## src/rtl/hazard_controller_pkg.sv

```systemverilog
// rtl/hazard_controller_pkg.sv - shared types, constants and helpers for the hazard controller
package hazard_controller_pkg;

    typedef enum logic [1:0] {
        FWD_REG = 2'b00,
        FWD_MEM = 2'b01,
        FWD_WB  = 2'b10
    } fwd_sel_e;

    typedef struct packed {
        logic       valid;
        logic [4:0] rd;
        logic       reg_write;
        logic       mem_read;
    } stage_tag_t;

    localparam logic [4:0]  REG_ZERO = 5'd0;
    localparam logic [31:0] CNT_MAX  = 32'hFFFF_FFFF;

    // True when the tagged instruction will write a non-zero rd equal to rs.
    function automatic logic writes_reg(input stage_tag_t tag, input logic [4:0] rs);
        return tag.valid && tag.reg_write && (tag.rd != REG_ZERO) && (tag.rd == rs);
    endfunction

    // Operand source for an ID operand, judged one cycle before it reaches EX.
    function automatic fwd_sel_e fwd_select(input stage_tag_t ex_tag, input stage_tag_t mem_tag,
                                            input logic [4:0] rs);
        fwd_sel_e sel;
        sel = FWD_REG;
        if (rs == REG_ZERO) begin
            sel = FWD_REG;
        end else if (writes_reg(ex_tag, rs) && !ex_tag.mem_read) begin
            sel = FWD_MEM;
        end else if (writes_reg(mem_tag, rs)) begin
            sel = FWD_WB;
        end
        return sel;
    endfunction

    function automatic logic [31:0] sat_inc(input logic [31:0] value, input logic en);
        return (en && (value != CNT_MAX)) ? value + 32'd1 : value;
    endfunction

endpackage

```

## src/rtl/stage_tag_reg.sv

```systemverilog
// rtl/stage_tag_reg.sv - one pipeline shadow tag register with bubble insert
module stage_tag_reg
    import hazard_controller_pkg::*;
(
    input  logic       clk,
    input  logic       rst,
    input  logic       bubble,
    input  stage_tag_t tag_in,
    output stage_tag_t tag_out
);

    stage_tag_t tag_d;
    stage_tag_t tag_q;

    always_comb begin
        tag_d = tag_in;
        if (bubble) begin
            tag_d = '0;
        end
    end

    always_ff @(posedge clk) begin
        if (rst) begin
            tag_q <= '0;
        end else begin
            tag_q <= tag_d;
        end
    end

    assign tag_out = tag_q;

endmodule

```

## src/rtl/hazard_controller.sv

```systemverilog
// rtl/hazard_controller.sv - load-use stall, branch flush and operand forwarding control
module hazard_controller
    import hazard_controller_pkg::*;
(
    input  logic        clk,
    input  logic        rst,
    input  logic        id_valid,
    input  logic [4:0]  id_rs1,
    input  logic [4:0]  id_rs2,
    input  logic [4:0]  id_rd,
    input  logic        id_reg_write,
    input  logic        id_mem_read,
    input  logic        ex_branch_taken,
    output logic        stall_if_id,
    output logic        flush_if_id,
    output logic        flush_id_ex,
    output logic [1:0]  fwd_a_sel,
    output logic [1:0]  fwd_b_sel,
    output logic [31:0] stall_count,
    output logic [31:0] flush_count
);

    stage_tag_t id_tag;
    stage_tag_t ex_tag;
    stage_tag_t mem_tag;
    stage_tag_t wb_tag;

    logic load_use;
    logic ex_bubble;

    fwd_sel_e fwd_a_d;
    fwd_sel_e fwd_a_q;
    fwd_sel_e fwd_b_d;
    fwd_sel_e fwd_b_q;

    logic [31:0] stall_count_d;
    logic [31:0] stall_count_q;
    logic [31:0] flush_count_d;
    logic [31:0] flush_count_q;

    assign id_tag = '{valid: id_valid, rd: id_rd, reg_write: id_reg_write, mem_read: id_mem_read};

    // WB is tracked for completeness only: the register file writes through.
    logic unused_wb_tag;
    assign unused_wb_tag = ^wb_tag;

    stage_tag_reg u_ex_tag (
        .clk     (clk),
        .rst     (rst),
        .bubble  (ex_bubble),
        .tag_in  (id_tag),
        .tag_out (ex_tag)
    );

    stage_tag_reg u_mem_tag (
        .clk     (clk),
        .rst     (rst),
        .bubble  (1'b0),
        .tag_in  (ex_tag),
        .tag_out (mem_tag)
    );

    stage_tag_reg u_wb_tag (
        .clk     (clk),
        .rst     (rst),
        .bubble  (1'b0),
        .tag_in  (mem_tag),
        .tag_out (wb_tag)
    );

    // A taken branch wins over a load-use stall; reset masks every control output.
    always_comb begin
        stall_if_id = 1'b0;
        flush_if_id = 1'b0;
        flush_id_ex = 1'b0;
        load_use    = id_valid && ex_tag.mem_read &&
                      (writes_reg(ex_tag, id_rs1) || writes_reg(ex_tag, id_rs2));
        ex_bubble   = ex_branch_taken || load_use || !id_valid;
        if (!rst) begin
            if (ex_branch_taken) begin
                flush_if_id = 1'b1;
                flush_id_ex = 1'b1;
            end else if (load_use) begin
                stall_if_id = 1'b1;
                flush_id_ex = 1'b1;
            end
        end
    end

    always_comb begin
        fwd_a_d = FWD_REG;
        fwd_b_d = FWD_REG;
        if (!ex_bubble) begin
            fwd_a_d = fwd_select(ex_tag, mem_tag, id_rs1);
            fwd_b_d = fwd_select(ex_tag, mem_tag, id_rs2);
        end
    end

    always_comb begin
        stall_count_d = sat_inc(stall_count_q, stall_if_id);
        flush_count_d = sat_inc(flush_count_q, ex_branch_taken);
    end

    always_ff @(posedge clk) begin
        if (rst) begin
            fwd_a_q       <= FWD_REG;
            fwd_b_q       <= FWD_REG;
            stall_count_q <= '0;
            flush_count_q <= '0;
        end else begin
            fwd_a_q       <= fwd_a_d;
            fwd_b_q       <= fwd_b_d;
            stall_count_q <= stall_count_d;
            flush_count_q <= flush_count_d;
        end
    end

    assign fwd_a_sel   = fwd_a_q;
    assign fwd_b_sel   = fwd_b_q;
    assign stall_count = stall_count_q;
    assign flush_count = flush_count_q;

endmodule

```

## config.mk

```make
export PLATFORM = sky130hd
export DESIGN_NAME = hazard_controller
export DESIGN_NICKNAME = d
export VERILOG_FILES = /design/src/rtl/hazard_controller_pkg.sv /design/src/rtl/stage_tag_reg.sv /design/src/rtl/hazard_controller.sv
export SDC_FILE = /design/constraint.sdc
export NUM_CORES = 1
export LEC_CHECK = 0
export CAP_MARGIN = 10
export CORE_ASPECT_RATIO = 1.4
export CORE_MARGIN = 2
export CORE_UTILIZATION = 50
export CTS_CLUSTER_DIAMETER = 200
export DETAILED_ROUTE_END_ITERATION = 7
export GPL_TIMING_DRIVEN = 0
export PLACE_DENSITY = 0.79
export SETUP_SLACK_MARGIN = 0.05
export SLEW_MARGIN = 30
export SYNTH_ARGS = -nofsm -noshare
export SYNTH_HDL_FRONTEND = slang
export SYNTH_HIERARCHICAL = 1
export SYNTH_SLANG_ARGS = --single-unit
export TNS_END_PERCENT = 50
```

## constraint.sdc

```tcl
create_clock -name clk -period 2.4 [get_ports clk]
set_input_delay 0.36 -clock clk [delete_from_list [all_inputs] [get_ports clk]]
set_output_delay 0.36 -clock clk [all_outputs]
set_load 0.05 [all_outputs]
```

==> results.md <==
- The run finished with clean final reports.
- At the end of routability-driven placement, the weighted congestion stood at 0.854.
- The clock latency reported for the late side of the worst-skew pair is 350 ps.
- The tightest min-delay check is of the flip-flop to flip-flop type.
- Global routing finished with a remaining overflow of 0.
- The worst hold path cell count is 2.
- In the layout the commonest cells are sky130_fd_sc_hd__clkdlybuf4s50_1, sky130_fd_sc_hd__dfxtp_1, sky130_fd_sc_hd__nor2_1.
- The repair_antennas step left the layout with diodes totalling 0.
- The power per unit of standard cell area is about 520 nW/um2.
- For the finished layout, the period the worst path requires is between 2000 and 2500 ps.
- Leaving out fill and tap cells, the most frequent cell in the layout is sky130_fd_sc_hd__clkdlybuf4s50_1.
- The clock-pin slew on the worst setup and hold paths is approximately 60 ps.
- The post-synthesis instance total is 482.
- For the pin with the worst max-slew slack, the measured transition is 707 ps.
- In this run the critical register-to-register path is launched from u_ex_tag/tag_out[4].
- For this design the top-level I/O count stands at 92.
- The starting density of the core is 52.0%.
- The width of the die is roughly 82 um.
- The aggregate negative setup slack is 0 ps.
- The final number of max-transition violations is 0.
- The initial antenna violation count is 0.
- The global-route wire length before repair is 19300 um.
- The final cell utilization of the core is 70.3%.
- The DRC violation count after routing is 0.
- Across all setup checks in the final design, the least slack found is 13.7 ps.
- The final antenna-violating net count is 0.
- The worst setup path is captured at a primary output.
- The H-tree generated during clock tree synthesis spans 3 levels.
- The maximum number of pins on one net before global-route repair is 14.
- The cell count of the worst reg-to-reg path is 7.
- For the worst setup path, the data required time is 2040 ps.
- Setup repair after global routing could not meet its margin everywhere.
- The critical path start-end classification is flip-flop to primary output.
- The overall die height is about 110 um.
- The timing-limited maximum frequency is 419 MHz.
- The number of sinks handled by clock tree synthesis is 83.
- The startpoint identified for the worst hold timing path is stall_count[15].
- The post-route netlist has between 15 and 20% of its cells at a drive strength greater than 1.
- Setup violations remaining at the end of the flow were counted as 0.
- Across the whole layout, storage elements account for 1670 um2.
- The global-route usage over all layers is 26.6%.
- The worst slack at placement is -1030 ps.
- The worst setup path startpoint is u_ex_tag/tag_out[4].
- The core box area is just over 8000 um2.
- The clock root buffer is sky130_fd_sc_hd__clkbuf_16.
- During placement, the flow inserted port buffers numbering 91.
- Dividing the detail-routed wire length by the instance count gives around 17 um.
- Before antenna repair, the detailed router went through 5 iterations.
- The layout has 646 filler cells.
- IR analysis of the VDD net gives a maximum drop of approximately 0.00043 V.
- The maximum count of clock buffers along a single path is 2.
- The capture instance of the worst register-to-register path is stall_count[3].
- The DRC marker count from the first detailed-route iteration is 270.
- The largest driver fanout on the critical path is 2.
- The arrival time reported for the critical path endpoint is 2030 ps.
- The post-synthesis net count is slightly above 500.
- For this design the static power due to leakage is 1.95 nW.
- The average size of a mapped cell is about 8.8 um2.
- The number of rows created at floorplan is 39.
- For this run, the number of Yosys warnings is 6.
- The overall die area is around 9300 um2.
- The worst relative slew slack is 52.7%.
- The signed area change from the synthesized netlist to the final layout is 35.4%.
- Summed over all nets, the half-perimeter wirelength after detailed placement is 8420 um.
- Dividing the final minimum period by the clock period gives 99.4%.
- In the final layout, the multi-input gates occupy between 2000 and 2500 um2.
- The total length of routed wires is 11800 um.
- The number of vias after detailed routing is 4179.
- The startpoint type of the worst setup path is a flip-flop.
- The worst hold path terminates at stall_count[15].
- The clock tree from TritonCTS is yes.
- The detail-routed via count per cell is 5.96.
- The net count reported at finish is 617.
- The hold violation total from the final report came to 0.
- In this run, CTS created clock tree buffers numbering 9.
- The via count of the first global-routing pass is 4068.
- The worst register-to-register path has a setup slack of 140 ps.
- The clock skew is 9.86 ps.
- Max-cap violations in this run came to 0.
- The mapped cell area is 4260 um2.
[worst max path at each step]
stage | slack [ps] | end | depth (start not counted)
final | 10 | stall_if_id | 7
after global routing | -60 | stall_if_id | 7
after CTS | 0.4 | stall_if_id | 7
after detailed placement | -1030 | flush_if_id | 6
after global placement | -1080 | flush_if_id | 6
after floorplan | 60 | stall_count[27] | 7
[state kept, by name (all words and copies together), names as in the netlist]
signal,count
stall_count,32
fwd_b_sel,2
fwd_a_sel,2
u_mem_tag/tag_out,7
flush_count,32
u_ex_tag/tag_out,8
[cell type report]
cell class / count / area share (%)
multi-input cells: 367 / 43.0
flip-flops and latches: 83 / 29.0
repair buffers: 101 / 17.2
clock buffers: 12 / 4.10
plain buffers: 25 / 3.15
well taps: 102 / 2.21
clock inverters: 4 / 0.890
inverters: 7 / 0.456
[report_power, final]
part / total (W) / leakage [nW] / switching (W) / internal, W
Combinational: 0.000208 / 1.14 / 0.000120 / 0.0000882
Clock: 0.00138 / 0.137 / 0.000570 / 0.000808
Sequential: 0.00139 / 0.673 / 0.00000903 / 0.00138
Total: 0.00298 / 1.95 / 0.000699 / 0.00228
[worst max-delay path, cell delays in order (launching register included)]
cell	delay (ps)
sky130_fd_sc_hd__dfxtp_4	340
sky130_fd_sc_hd__or4_4	530
sky130_fd_sc_hd__o211a_1	240
sky130_fd_sc_hd__and3_4	170
sky130_fd_sc_hd__buf_6	110
sky130_fd_sc_hd__o21ai_2	60
sky130_fd_sc_hd__inv_2	80
sky130_fd_sc_hd__buf_8	150
[metal layers]
metal / track usage (%) / up-vias / part of all wire, %
met5: 0 / - / 0
met4: 13.2 / 0 / 3.9
met3: 5.58 / 35 / 5.5
met2: 45.6 / 141 / 51
met1: 30.4 / 1987 / 40
li1: - / 2016 / -
[what timing repair did]
item | CTS | global route
hold buffers | 0 | 0
buffers inserted | 9 | 1
hold endpoints to repair | 0 | 0
pin swaps | 7 | 2
setup endpoints to repair | 12 | 28
cloned | 0 | 0
resized for setup | 39 | 14
[through the flow]
| step | total power [W] | area, um2 | std cells | hold WS, ps |
|---|---|---|---|---|
| finish | 0.00298 | 5770 | 701 | 498 |
| global route | 0.00306 | 5770 | 701 | 507 |
| CTS | 0.00298 | 5720 | 700 | 500 |
| detailed placement | 0.00162 | 5300 | 675 | 490 |
| global placement | 0.00161 | 5300 | 675 | 469 |
| floorplan | 0.00153 | 4260 | 482 | 458 |
No activity file was read; power rests on OpenSTA's default activity.
